### src/rtl/serial_pkg.sv
// Shared definitions for the serial link: frame state encoding and the
// default word width used by both the serializer and the matching receiver.
package serial_pkg;

  // Frame states; PAR is only entered when the parity bit is enabled.
  typedef enum logic [1:0] {
    IDLE  = 2'd0,
    SHIFT = 2'd1,
    PAR   = 2'd2
  } ser_state_t;

  localparam int SER_WIDTH_DEFAULT = 7;

endpackage

### src/rtl/ser_bit_counter.sv
// Bit counter for one serial frame. cnt holds the number of bits already
// placed on the line, so cnt==1 while bit 0 is showing. tc flags the final
// bit of the frame (TERM bits long) and is decoded from the register only.
module ser_bit_counter #(
  parameter int WIDTH = 7,
  parameter int TERM  = 7,
  parameter int CW    = $clog2(WIDTH + 2)
) (
  input  logic          clk,
  input  logic          res,
  input  logic          clr,
  input  logic          load1,
  input  logic          inc,
  output logic [CW-1:0] cnt,
  output logic          tc
);

  localparam logic [CW-1:0] TERM_C = CW'(TERM);

  // Load-to-1 starts a new frame and wins over clear, so back-to-back frames never pass through 0.
  always_ff @(posedge clk) begin
    if (res) begin
      cnt <= '0;
    end else if (load1) begin
      cnt <= CW'(1);
    end else if (clr) begin
      cnt <= '0;
    end else if (inc) begin
      cnt <= cnt + 1'b1;
    end
  end

  assign tc = (cnt == TERM_C);

endmodule

### src/rtl/piso_serializer.sv
// Parallel-in serial-out transmitter, LSB first, one bit per clk, with a
// valid/ready load handshake that allows back-to-back frames.
// Optional even-parity bit after the data bits: define PISO_SERIALIZER_PARITY_EN.
module piso_serializer
  import serial_pkg::*;
#(
  parameter int WIDTH = SER_WIDTH_DEFAULT
) (
  input  logic             clk,
  input  logic             res,
  input  logic [WIDTH-1:0] d,
  input  logic             load_valid,
  output logic             load_ready,
  output logic             sout,
  output logic             sout_valid,
  output logic             last,
  output logic             busy
);

  localparam int CW = $clog2(WIDTH + 2);
`ifdef PISO_SERIALIZER_PARITY_EN
  localparam int FRAME_LEN = WIDTH + 1;
`else
  localparam int FRAME_LEN = WIDTH;
`endif
  localparam logic [CW-1:0] DATA_LAST = CW'(WIDTH);

  ser_state_t       state;
  logic [WIDTH-1:0] shreg;
  logic [CW-1:0]    cnt;
  logic             accept;
  logic             cnt_inc;
  logic             cnt_clr;
`ifdef PISO_SERIALIZER_PARITY_EN
  logic             par_bit;
`endif

  // Ready depends only on registered state so there is no path from load_valid.
  assign load_ready = (state == IDLE) | last;
  assign accept     = load_valid & load_ready;
  assign busy       = (state != IDLE);
  assign cnt_inc    = busy & ~last;
  assign cnt_clr    = last & ~accept;

  ser_bit_counter #(
    .WIDTH(WIDTH),
    .TERM (FRAME_LEN),
    .CW   (CW)
  ) u_cnt (
    .clk  (clk),
    .res  (res),
    .clr  (cnt_clr),
    .load1(accept),
    .inc  (cnt_inc),
    .cnt  (cnt),
    .tc   (last)
  );

  // Frame FSM and shift register; an accept always restarts with bit 0, even on the final-bit cycle.
  always_ff @(posedge clk) begin
    if (res) begin
      state      <= IDLE;
      shreg      <= '0;
      sout       <= 1'b0;
      sout_valid <= 1'b0;
`ifdef PISO_SERIALIZER_PARITY_EN
      par_bit    <= 1'b0;
`endif
    end else if (accept) begin
      state      <= SHIFT;
      shreg      <= d >> 1;
      sout       <= d[0];
      sout_valid <= 1'b1;
`ifdef PISO_SERIALIZER_PARITY_EN
      par_bit    <= ^d;
`endif
    end else begin
      case (state)
        SHIFT: begin
          if (cnt < DATA_LAST) begin
            sout  <= shreg[0];
            shreg <= shreg >> 1;
          end else begin
`ifdef PISO_SERIALIZER_PARITY_EN
            state <= PAR;
            sout  <= par_bit;
`else
            state      <= IDLE;
            sout       <= 1'b0;
            sout_valid <= 1'b0;
`endif
          end
        end
        PAR: begin
          state      <= IDLE;
          sout       <= 1'b0;
          sout_valid <= 1'b0;
        end
        default: begin
          state      <= IDLE;
          sout       <= 1'b0;
          sout_valid <= 1'b0;
        end
      endcase
    end
  end

endmodule

### config.mk
export PLATFORM = sky130hd
export DESIGN_NAME = piso_serializer
export DESIGN_NICKNAME = d
export VERILOG_FILES = /design/src/rtl/serial_pkg.sv /design/src/rtl/ser_bit_counter.sv /design/src/rtl/piso_serializer.sv
export SDC_FILE = /design/constraint.sdc
export NUM_CORES = 1
export LEC_CHECK = 0
export ABC_AREA = 1
export CORE_UTILIZATION = 35
export CTS_CLUSTER_DIAMETER = 80
export DETAILED_ROUTE_END_ITERATION = 12
export PLACE_DENSITY_LB_ADDON = 0.3
export SLEW_MARGIN = 15
export SYNTH_ARGS = -nofsm -noshare
export SYNTH_HDL_FRONTEND = slang
export SYNTH_HIERARCHICAL = 1
export SYNTH_SLANG_ARGS = --single-unit
### constraint.sdc
create_clock -name clk -period 1.5 [get_ports clk]
set_clock_uncertainty 0.15 [all_clocks]
set_input_delay 0.15 -clock clk [delete_from_list [all_inputs] [get_ports clk]]
set_output_delay 0.15 -clock clk [all_outputs]
set_load 0.005 [all_outputs]
==> impl_metrics.json, run 1 <==
{
  "setup_viol": 3,
  "hold_viol_final": 0,
  "netlist_area_um2": 634,
  "grt_overflow": 0,
  "synth_area_leader_cell": "dfxtp_1",
  "p_per_area_nw_per_um2": 780,
  "core.rowCount": 15,
  "vdd_drop_max_mv": 0.423,
  "area.growth.synth_to_final_pct": 71.8,
  "setup_ws_ns": -0.0534,
  "cts_buffers": 3,
  "worstSetupEndpointType": "flop",
  "layout-drive-gt1-share_pct": 50.8,
  "die_y_um": 44.6,
  "critPathLaunchType": "flop",
  "syn_avg_cell_area_um2": 7.13,
  "crit_path_top_delay_cell": "dfxtp_2",
  "status": "complete, but fails checks",
  "crit_fanout": 4,
  "holdCritStartpoint": "d[6]",
  "clkSinkCount": 12,
  "fin_tns_setup_ns": -0.0695,
  "arrival_ns": 1.61,
  "wirelength_um": 1650,
  "worstMarginPinSlew_ns": 0.223,
  "dpl.hpwl_um": 1030,
  "fmax_mhz": 644,
  "clockBufferDepth": 2,
  "ioPinCount": 15,
  "crit_path_cell_trace": "ha_4, nand2_4, nor2_4, inv_4, nand2_8, nand2_8, inv_8, nor2_4, nor3_4, inv_2, a21oi_2",
  "cts_tree": "yes",
  "antenna_found_initial": 0,
  "p_leak_nw": 0.471,
  "synthCells": 89,
  "crit_family": "simple AND/OR/NAND/NOR gates",
  "synth_warnings": 6,
  "slew_viol_final": 0,
  "switching_share_pct": 29.6,
  "yosysSeqAreaShare_pct": 37.9,
  "crit_required_ns": 1.55,
  "clock_power_share_pct": 31.4,
  "grt_max_degree": 8,
  "clkTransAtPathRegs_ns": 0.09,
  "seqPwrFrac_pct": 41.0,
  "r2r_start": "u_cnt/cnt[1]",
  "crit_buf_inv": 3,
  "rsz0062_at_grt": "yes",
  "io_buffers": 14,
  "stdcell_count": 145,
  "antenna_cells": 0,
  "final_nets": 132,
  "num_vias": 676,
  "slowest_delay_ns": 0.36,
  "final_cell_mix": "nand2_1, nand3_1, clkdlybuf4s50_1, buf_4, dfxtp_1",
  "fin_crit_sh_pct": 104,
  "routedWlPerCell_um": 11.4,
  "grt_pass1_wl_um": 2370,
  "grt_usage_pct": 16.8,
  "synth.top_cell.area_share_pct": 37.9,
  "cts-root-buf": "clkbuf_4",
  "coreArea_um2": 1710,
  "fin_crit_ns": 1.55,
  "slew_headroom_pct": 85.1,
  "clk-insertion-delay-late_ns": 0.28,
  "netSwitchingPower_mw": 0.251,
  "postRouteAntennaNets": 0,
  "viasPerCell": 4.66,
  "gp_congestion": 0.767,
  "crit_start": "u_cnt/cnt[1]",
  "final_common_cell": "nand2_1",
  "synth_area_leaders": "dfxtp_1, nand2_1, nand3_1, inv_1, nor2_1",
  "synth_nets": 100,
  "maxCapViolCount": 0,
  "drc": 0,
  "p_int_mw": 0.598,
  "ys_types": 15,
  "violations": "setup timing",
  "drtIter0Drc": 18,
  "hold_buffers": 0,
  "combPwrFrac_pct": 27.6,
  "firstDrtPassIters": 5,
  "htreeDepth": 1,
  "criticalPathCategory": "reg2reg",
  "holdCritPathClass": "in2reg",
  "dieArea_um2": 1990,
  "synth-seq-cells": 12,
  "dp.cells": 139,
  "start_util_pct": 37.1,
  "grt_pass1_vias": 568,
  "die_w_um": 44.6
}
## routing by layer
metal  up-vias  part of all wire, %  global-route usage, %
li1        346                    -                      -
met1       306                   44                   21.8
met2        20                   50                   26.8
met3         4                  4.4                   3.67
met4         0                  2.1                   7.27
met5         -                    0                      0
## cell usage after synthesis
master and count:
a21oi_1 5, a21oi_2 3, buf_4 1, buf_6 1, dfxtp_1 12, ha_1 1, inv_1 11, nand2_1 24
nand2_2 4, nand2_4 2, nand3_1 13, nor2_1 7, nor2_2 2, nor3_2 2, xor2_1 1
## per-stage QoR
| step | worst slack [ns] | util (%) | power (mW) | hold slack, ns | area, um^2 |
|---|---|---|---|---|---|
| final | -0.0534 | 63.8 | 0.850 | 0.324 | 1090 |
| after global routing | -0.149 | 63.8 | 0.889 | 0.312 | 1090 |
| after CTS | -0.136 | 57.3 | 0.800 | 0.268 | 978 |
| after detailed placement | -0.0829 | 53.6 | 0.526 | 0.326 | 915 |
| after global placement | -0.0675 | 53.6 | 0.525 | 0.321 | 915 |
| after floorplan | -0.00450 | - | 0.447 | 0.0617 | 664 |
## tightest hold or removal path, cell delays in order
cell	delay, ns
clkdlybuf4s50_1	0.41
nand2_1	0.10
a21oi_2	0.05
## power groups by stage
stage / sequential [mW] / combinational [mW] / clock [mW]
5_1_grt: 0.351 / 0.252 / 0.286
3_3_place_gp: 0.356 / 0.169 / 0
6_report: 0.349 / 0.234 / 0.267
3_5_place_dp: 0.356 / 0.169 / 0
4_1_cts: 0.350 / 0.179 / 0.272
2_1_floorplan: 0.357 / 0.0899 / 0
## cell type report
type,count,area [um^2]
Multi-Input combinational cell,64,470
Sequential cell,12,246
Timing Repair Buffer,29,254
Clock buffer,4,36.3
Fill cell,144,618
Inverter,11,51.3
Tap cell,25,31.3
## kinds of logic after synthesis
family                   count (synthesis)  share of synthesized area [%]
AO/OA/AOI/OAI                            8                           8.09
flip-flops                              12                           37.9
adder cells (fa/ha/maj)                  1                           1.97
buffers and inverters                   13                           9.47
XOR/XNOR                                 1                           1.38
AND/OR/NAND/NOR                         54                           41.2
## worst paths after layout
check / endpoint / slack, ns / cells past startpoint
setup / recovery: u_cnt/cnt[1] / -0.05 / 11
hold / removal: shreg[5] / 0.32 / 3
setup reg to reg: u_cnt/cnt[1] / -0.05 / 11
hold reg to reg: shreg[4] / 0.35 / 2
## repair_timing
item / in CTS / in global routing
gates resized for setup: 18 / 27
setup buffers: 1 / 2
endpoints found under the setup margin: 11 / 15
pin swaps: 5 / 12
## state kept, by name, summed over array words and instances (netlist names)
signal     cells
state          1
u_cnt/cnt      4
shreg          6
sout           1
Power figures use the tool's default switching activity.
==> run 2, diff against run 1 <==
Settings changed: CORE_ASPECT_RATIO set to 1.2.
==> run 2 against run 1 <==
  * The flow still finishes with violations (setup timing)
  * Flip-flop and latch count did not move
  * Die area barely moved
  * Clock power fell by 27%
  * Fmax rose by 2.4%
  * Highest routed layer unchanged
==> impl_metrics.json, run 2 (synthesis results as in run 1) <==
{
  "status": "complete, but fails checks",
  "violations": "setup timing",
  "rsz0062_at_grt": "yes",
  "grt_pass1_wl_um": 2390,
  "final_cell_mix": "nand2_1, nand3_1, buf_4, clkdlybuf4s50_1, dfxtp_1",
  "grt_usage_pct": 17.0,
  "clock_power_share_pct": 26.2,
  "combPwrFrac_pct": 26.9,
  "grt_overflow": 0,
  "crit_start": "u_cnt/cnt[1]",
  "clkTransAtPathRegs_ns": 0.07,
  "dpl.hpwl_um": 1130,
  "crit_family": "simple AND/OR/NAND/NOR gates",
  "routedWlPerCell_um": 10.9,
  "crit_buf_inv": 3,
  "worstSetupEndpointType": "flop",
  "crit_path_top_delay_cell": "dfxtp_2",
  "fin_crit_ns": 1.52,
  "antenna_cells": 0,
  "cts-root-buf": "clkbuf_4",
  "grt_pass1_vias": 637,
  "rr_worst_depth": 11,
  "switching_share_pct": 28.7,
  "layout-drive-gt1-share_pct": 41.5,
  "io_buffers": 14,
  "die_y_um": 48.6,
  "core.rowCount": 16,
  "fin_crit_sh_pct": 101,
  "area.growth.synth_to_final_pct": 58.0,
  "top_register": "shreg",
  "slew_viol_final": 0,
  "clk-insertion-delay-late_ns": 0.27,
  "reg_top3": "shreg: 6 flops, u_cnt/cnt: 4 flops",
  "worstMarginPinSlew_ns": 0.223,
  "dieArea_um2": 1990,
  "fmax_mhz": 659,
  "path_depth": 11,
  "final_nets": 131,
  "slowest_delay_ns": 0.35,
  "coreArea_um2": 1660,
  "clockBufferDepth": 2,
  "htreeDepth": 1,
  "crit_fanout": 5,
  "critPathLaunchType": "flop",
  "final_common_cell": "nand2_1",
  "arrival_ns": 1.57,
  "antenna_found_initial": 0,
  "hold_viol_final": 0,
  "start_util_pct": 38.2,
  "seqPwrFrac_pct": 46.9,
  "p_per_area_nw_per_um2": 742,
  "netSwitchingPower_mw": 0.213,
  "wirelength_um": 1480,
  "reg2reg_slack_ns": -0.02,
  "gp_congestion": 0.750,
  "crit_required_ns": 1.55,
  "grt_max_degree": 8,
  "p_int_mw": 0.530,
  "setup_viol": 4,
  "reg2reg_to": "u_cnt/cnt[1]",
  "postRouteAntennaNets": 0,
  "setup_ws_ns": -0.0168,
  "num_vias": 656,
  "clkSinkCount": 12,
  "viasPerCell": 4.82,
  "die_w_um": 40.9,
  "holdCritPathClass": "in2reg",
  "slew_headroom_pct": 85.1,
  "ioPinCount": 15,
  "endpoint": "u_cnt/cnt[1]",
  "cts_tree": "yes",
  "drtIter0Drc": 5,
  "holdWs_ns": 0.284,
  "vdd_drop_max_mv": 0.560,
  "crit_path_cell_trace": "ha_4, nand2_4, nor2_4, inv_4, nand2_8, nand2_8, inv_8, nor2_4, nor3_4, inv_2, a21oi_2",
  "firstDrtPassIters": 4,
  "post-route-util_pct": 60.3,
  "criticalPathCategory": "reg2reg",
  "cts_buffers": 3,
  "drc": 0,
  "maxCapViolCount": 0,
  "largest_reg_flops": 6,
  "r2r_start": "u_cnt/cnt[1]",
  "p_leak_nw": 0.434
}
[run 2: power groups by stage]
| stage | combinational, mW | clock [mW] | sequential [mW] |
|---|---|---|---|
| after floorplan | 0.0899 | 0 | 0.357 |
| after global placement | 0.167 | 0 | 0.356 |
| after detailed placement | 0.172 | 0 | 0.356 |
| after CTS | 0.180 | 0.197 | 0.350 |
| after global routing | 0.217 | 0.215 | 0.350 |
| final | 0.200 | 0.195 | 0.348 |
[run 2: worst register-to-register path, stage by stage, from the launching register on]
cell     delay [ns]
dfxtp_2        0.35
ha_4           0.15
nand2_4        0.05
nor2_4         0.11
inv_4          0.06
nand2_8        0.08
nand2_8        0.08
inv_8          0.08
nor2_4         0.04
nor3_4         0.14
inv_2          0.06
a21oi_2        0.09
[run 2: through the flow]
stage | instance area (um^2) | cells | setup TNS, ns | setup WS (ns) | power (mW)
after floorplan | 664 | 89 | -0.00450 | -0.00450 | 0.447
after global placement | 898 | 131 | -0.113 | -0.0699 | 0.523
after detailed placement | 898 | 131 | -0.332 | -0.0903 | 0.528
after CTS | 963 | 136 | -0.634 | -0.0907 | 0.727
after global routing | 1000 | 136 | -0.741 | -0.0965 | 0.783
final | 1000 | 136 | -0.0323 | -0.0168 | 0.744
[run 2: cell type report]
class	instances	area, um^2
Multi-Input combinational cell	64	414
Sequential cell	12	246
Timing Repair Buffer	28	245
Tap cell	18	22.5
Inverter	11	51.3
Clock buffer	3	22.5
Fill cell	169	659
[run 2: repair_timing]
item | 4_1_cts | 5_1_grt
pin swaps | 5 | 3
hold buffers | 0 | 0
buffers inserted | 2 | 1
setup endpoints to repair | 11 | 14
resized for setup | 18 | 10
[run 2: routing by layer]
layer  up-vias  track usage [%]  wire length, um
met5         -                0                0
met2        15             29.7              836
li1        340                -                -
met3         4             2.75               45
met1       297             17.6              569
met4         0             8.89               29
[run 2: how the worst min path moves through the flow]
stage,start,to,cells after the start
floorplan,res,u_cnt/cnt[0],1
finish,d[6],shreg[5],3
global route,d[6],shreg[5],3
CTS,d[6],shreg[5],3
global placement,shreg[5],shreg[5],2
detailed placement,shreg[5],shreg[5],2
==> run 3, diff against run 2 <==
Settings changed: GPL_ROUTABILITY_DRIVEN set to 0.
==> results of run 3 <==
The final DEF is identical to that of run 2; final timing and power are the same.
==> RTL change 1: new RTL, settings of run 2 <==
The package constant `SER_WIDTH_DEFAULT` goes from 7 to 14.
--- a/src/rtl/serial_pkg.sv
+++ b/src/rtl/serial_pkg.sv
@@ -9,7 +9,7 @@
     PAR   = 2'd2
   } ser_state_t;
 
-  localparam int SER_WIDTH_DEFAULT = 7;
+  localparam int SER_WIDTH_DEFAULT = 14;
 
 endpackage
 
Interface: changed (resized d); port bits go from 15 to 22. The function was not compared with the original's and may differ.
==> RTL change 1 against run 2 <==
  * The flow still finishes with violations (negative setup slack)
  * Combinational power grew 65%
  * Sequential cell count grew 7
  * Hold slack gained 0.0015 ns
  * Clock power grew 33%
  * Via count grew 61%
  * Wire length grew 82%
  * Design area grew 52%
  * Cell count grew 57%
  * Count of clock-buffer cells in the layout grew 1
  * Total power grew 53%
  * Synthesized area grew 53%
  * Largest power group unchanged
  * Setup slack lost 0.15 ns
==> RTL change 1: results (changes against run 2) <==
drt-vias-per-instance: 4.97  # +3.1%
placement.setup.worst_slack_ns: -0.128  # -0.0374 ns
fin_ws_ns: -0.170  # -0.153 ns
gr-usage-met1_pct: 22.2  # +4.6 points
netlist-cell-type-count: 20  # +5
cts_root_cell: "sky130_fd_sc_hd__clkbuf_4"
wl_met1_mm: 1.15  # +100%
ir_worst_vdd_mv: 0.489  # -13%
dpl.cell_count: 204  # +56%
powerDensity_nw_per_um2: 747  # +0.71%
clkTransAtPathRegs_ns: 0.11  # +0.04 ns
leakage_nw: 0.633  # +46%
grt_pass1_vias: 949  # +49%
crit_arrival_ns: 1.74  # +0.17 ns
standard_cell_area_after_detailed_placement_um2: 1340  # +49%
clkLatencyLatePin_ns: 0.29  # +0.02 ns
placement.io_buffers: 21  # +7
total_number_of_vias: 1059  # +61%
fillCellCount: 237  # +40%
synthCells: 141  # +58%
drtIter0Drc: 26  # +21
clockNetworkPower_mw: 0.259  # +33%
postRouteWirelength_mm: 2.70  # +82%
grt.met2_usage_pct: 31.0  # +1.4 points
gp_congestion: 0.790  # +5.3%
area_delta_synth_final_pct: 56.8
wire_length_on_met2_mm: 1.37  # +64%
status: "finished, violations left"
ys_top_cells_by_count: "sky130_fd_sc_hd__nand2_1 (47), sky130_fd_sc_hd__nand3_1 (26), sky130_fd_sc_hd__dfxtp_1 (19), sky130_fd_sc_hd__a21oi_1 (15), sky130_fd_sc_hd__inv_1 (8)"
final_layout_size_suffix_gt1_share_pct: 33.3  # -8.2 points
sequential_share_of_the_synthesized_area_pct: 39.1  # +1.3 points
post_cts_resized: 22  # +4
combinational_share_of_power_pct: 29.0  # +2.1 points
fin_setup_tns_ns: -1.98  # -1.94 ns
setup_viol: 21  # +17
postSynthNetCount: 160  # +60%
worst-slew-pin-transition_ns: 0.252  # +0.0295 ns
final_net_count: 200  # +53%
grtUsageMet3_pct: 2.54  # -0.21 points
yosys-top-cells-area: "sky130_fd_sc_hd__dfxtp_1 (39%), sky130_fd_sc_hd__nand2_1 (18%), sky130_fd_sc_hd__nand3_1 (13%)"
number_of_diodes_added_for_antenna_fixing: 0  # unchanged
violations: "negative setup slack"
reg.largest.list: "shreg (13), u_cnt/cnt (4)"
dp.final_hpwl_mm: 1.74  # +54%
grt_usage_pct: 18.2  # +1.2 points
timing.final.max_slew_violations: 0  # unchanged
wire_length_of_the_first_global_routing_pass_mm: 4.08  # +71%
[RTL change 1: cell types whose count changed in the layout (fill, tap and decap cells not counted), moves of 2 or more]
cell / delta
sky130_fd_sc_hd__clkdlybuf4s50_1: +7
sky130_fd_sc_hd__inv_1: -6
sky130_fd_sc_hd__dfxtp_1: +7
sky130_fd_sc_hd__inv_4: +2
sky130_fd_sc_hd__buf_4: +4
sky130_fd_sc_hd__nor2_2: -3
sky130_fd_sc_hd__inv_2: +2
sky130_fd_sc_hd__a21oi_1: +7
sky130_fd_sc_hd__nand3_1: +12
sky130_fd_sc_hd__nand2_1: +20
[RTL change 1: cells by family (layout without fill, tap and decap cells)]
family | count (synthesis) | count (layout) | share of synthesized area, %
AOI/OAI and AO/OA | 16 | 16 | 8.62
xor gates and xnor gates | 1 | 1 | 0.901
adders and majority gates | 2 | 2 | 2.57
buffers and inverters | 17 | 55 | 9.52
DFF | 19 | 19 | 39.1
and+or+nand+nor | 86 | 87 | 39.3
[RTL change 1: area by class of cell]
type / instances / area share (%)
flip-flops and latches: 19 / 25.4
clock buffers: 4 / 1.72
repair buffers: 42 / 25.7
multi-input cells: 106 / 41.3
well taps: 33 / 2.71
inverters: 9 / 3.20
[RTL change 1: worst min-delay path, cell delays in order]
cell and delay [ns]:
sky130_fd_sc_hd__clkdlybuf4s50_1 0.42, sky130_fd_sc_hd__nand2_2 0.07, sky130_fd_sc_hd__a21oi_1 0.05
[RTL change 1: path summary, 6_finish.rpt]
path / from / slack, ns / endpoint / cells after the start
setup / recovery: u_cnt/cnt[0] / -0.17 / u_cnt/cnt[0] / 11
hold / removal: d[0] / 0.29 / sout / 3
setup reg to reg: u_cnt/cnt[0] / -0.17 / u_cnt/cnt[0] / 11
hold reg to reg: shreg[6] / 0.34 / shreg[6] / 2
==> RTL change 2: new RTL, flow settings as in run 2 <==
Made on the original files. The option `PISO_SERIALIZER_PARITY_EN` is turned on by a define.
--- a/src/rtl/piso_serializer.sv
+++ b/src/rtl/piso_serializer.sv
@@ -1,6 +1,8 @@
 // Parallel-in serial-out transmitter, LSB first, one bit per clk, with a
 // valid/ready load handshake that allows back-to-back frames.
 // Optional even-parity bit after the data bits: define PISO_SERIALIZER_PARITY_EN.
+`define PISO_SERIALIZER_PARITY_EN
+
 module piso_serializer
   import serial_pkg::*;
 #(
Formal check against the unedited RTL: not equivalent (Yosys sat finds a counterexample within 10 cycles, from zero or initial values).
==> RTL change 2 against run 2 <==
  * The flow still finishes with violations (negative setup slack)
  * Synthesized area rose by 42%
  * Synthesized cell count grew 53%
  * Sequential cell count increased by 3
  * Design area up 27%
  * Die area increased by 40%
  * Setup slack got worse by 0.031 ns
  * Wire length up 37%
  * Total power increased by 27%
  * Critical path type unchanged
  * Critical endpoint unchanged
  * Highest routed layer unchanged
==> RTL change 2: results (changes against run 2) <==
ys_top_cells_by_count: "sky130_fd_sc_hd__nand2_1 (44), sky130_fd_sc_hd__inv_1 (22), sky130_fd_sc_hd__dfxtp_1 (15), sky130_fd_sc_hd__nand3_1 (11), sky130_fd_sc_hd__nor2_1 (8)"
reg.largest.list: "shreg (6), u_cnt/cnt (4), state (2)"
setup_viol: 7  # +3
leakage_nw: 0.626  # +44%
final_net_count: 178  # +36%
yosys-top-cells-area: "sky130_fd_sc_hd__dfxtp_1 (33%), sky130_fd_sc_hd__nand2_1 (18%), sky130_fd_sc_hd__inv_1 (9.2%)"
met3_wirelength_um: 45  # unchanged
final_layout_size_suffix_gt1_share_pct: 32.1  # -9.4 points
fillCellCount: 232  # +37%
ir_worst_vdd_mv: 0.316  # -44%
wire_length_on_met2_mm: 1.11  # +32%
grt.met2_usage_pct: 28.0  # -1.7 points
wire_per_inst_um: 10.4  # -4.8%
fin_setup_tns_ns: -0.213  # -0.181 ns
clkTransAtPathRegs_ns: 0.11  # +0.04 ns
top_layer: "met4"
fin_ws_ns: -0.0478  # -0.0310 ns
grt_pass1_vias: 883  # +39%
sequential_share_of_the_synthesized_area_pct: 33.4  # -4.5 points
postSynthNetCount: 148  # +48%
dp.final_hpwl_mm: 1.48  # +31%
cp-startpoint: "u_cnt/cnt[0]"
gp_congestion: 0.849  # +13%
setup.worst_path.class: "flop to flop"
gr-usage-met1_pct: 20.0  # +2.4 points
cts-root-to-sink-buffers: 2  # unchanged
wire_length_of_the_first_global_routing_pass_mm: 3.39  # +42%
netlist-cell-type-count: 22  # +7
wl_met1_um: 832  # +46%
worst-slew-pin-transition_ns: 0.343  # +0.120 ns
cts_max_level: 1  # unchanged
placement.io_buffers: 14  # unchanged
antenna_found_initial: 0  # unchanged
grt_usage_pct: 16.8  # -0.21 points
clkLatencyLatePin_ns: 0.29  # +0.02 ns
drtIter0Drc: 14  # +9
grt_max_degree: 11  # +3
drt_pass_1_iters: 4  # unchanged
grtUsageMet3_pct: 1.90  # -0.85 points
status: "finished, violations left"
type_of_the_worst_min_delay_path: "input pin to flop"
violations: "negative setup slack"
total_number_of_vias: 909  # +39%
RTL change 2: power by group:
group | internal, mW | switching [mW]
Clock | 0.101 | 0.142
Sequential | 0.423 | 0.0120
Combinational | 0.122 | 0.143
Total | 0.647 | 0.298
RTL change 2: how the worst min path moves through the flow:
stage	startpoint	to	slack (ns)	cells past startpoint
final	d[6]	shreg[5]	0.31	3
after detailed placement	shreg[3]	shreg[3]	0.31	2
after CTS	d[6]	shreg[5]	0.30	3
after global routing	d[6]	shreg[5]	0.32	3
after floorplan	res	u_cnt/cnt[0]	0.06	1
after global placement	shreg[3]	shreg[3]	0.31	2
RTL change 2: area by class of cell:
type | instances | area (um^2) | area share [%]
repair buffers | 25 | 235 | 18.5
inverters | 26 | 100 | 7.88
clock buffers | 3 | 22.5 | 1.77
flip-flops and latches | 15 | 305 | 24.0
clock inverters | 1 | 7.51 | 0.591
well taps | 31 | 38.8 | 3.05
multi-input cells | 95 | 561 | 44.1
RTL change 2: worst max-delay path: stages (launching register included):
cell                      delay, ns
sky130_fd_sc_hd__dfxtp_2       0.34
sky130_fd_sc_hd__inv_2         0.05
sky130_fd_sc_hd__ha_4          0.16
sky130_fd_sc_hd__nand2_4       0.07
sky130_fd_sc_hd__nor2_4        0.03
sky130_fd_sc_hd__inv_2         0.07
sky130_fd_sc_hd__nand2_4       0.10
sky130_fd_sc_hd__nand2_8       0.12
sky130_fd_sc_hd__inv_4         0.06
sky130_fd_sc_hd__nor3_4        0.14
sky130_fd_sc_hd__inv_2         0.07
sky130_fd_sc_hd__a21oi_2       0.12
RTL change 2: cells by family (layout without fill, tap and decap cells):
| logic type | count (synthesis) | in the layout | share of synthesized area, % |
|---|---|---|---|
| adder cells (fa/ha/maj) | 2 | 2 | 2.78 |
| XOR/XNOR | 2 | 2 | 1.95 |
| AO/OA/AOI/OAI | 17 | 17 | 12.0 |
| flip-flops | 15 | 15 | 33.4 |
| buffers and inverters | 27 | 55 | 13.1 |
| AND/OR/NAND/NOR | 73 | 74 | 36.9 |
RTL change 2: per-stage QoR:
step | hold WS [ns] | std cells | instance area, um^2 | worst slack, ns | util, %
6_report | 0.310 | 196 | 1270 | -0.0478 | 54.0
2_1_floorplan | 0.0617 | 136 | 927 | 0.00926 | -
3_3_place_gp | 0.309 | 191 | 1170 | -0.0573 | 49.7
4_1_cts | 0.298 | 195 | 1200 | -0.0645 | 51.1
3_5_place_dp | 0.308 | 191 | 1170 | -0.0841 | 49.7
5_1_grt | 0.323 | 196 | 1270 | -0.132 | 54.0
RTL change 2: what timing repair did:
item / CTS / global route
endpoints found under the setup margin: 13 / 14
pin swaps: 1 / 4
hold buffers: 0 / 0
buffers inserted: 0 / 0
gates resized for setup: 10 / 18
cloned: 0 / 1
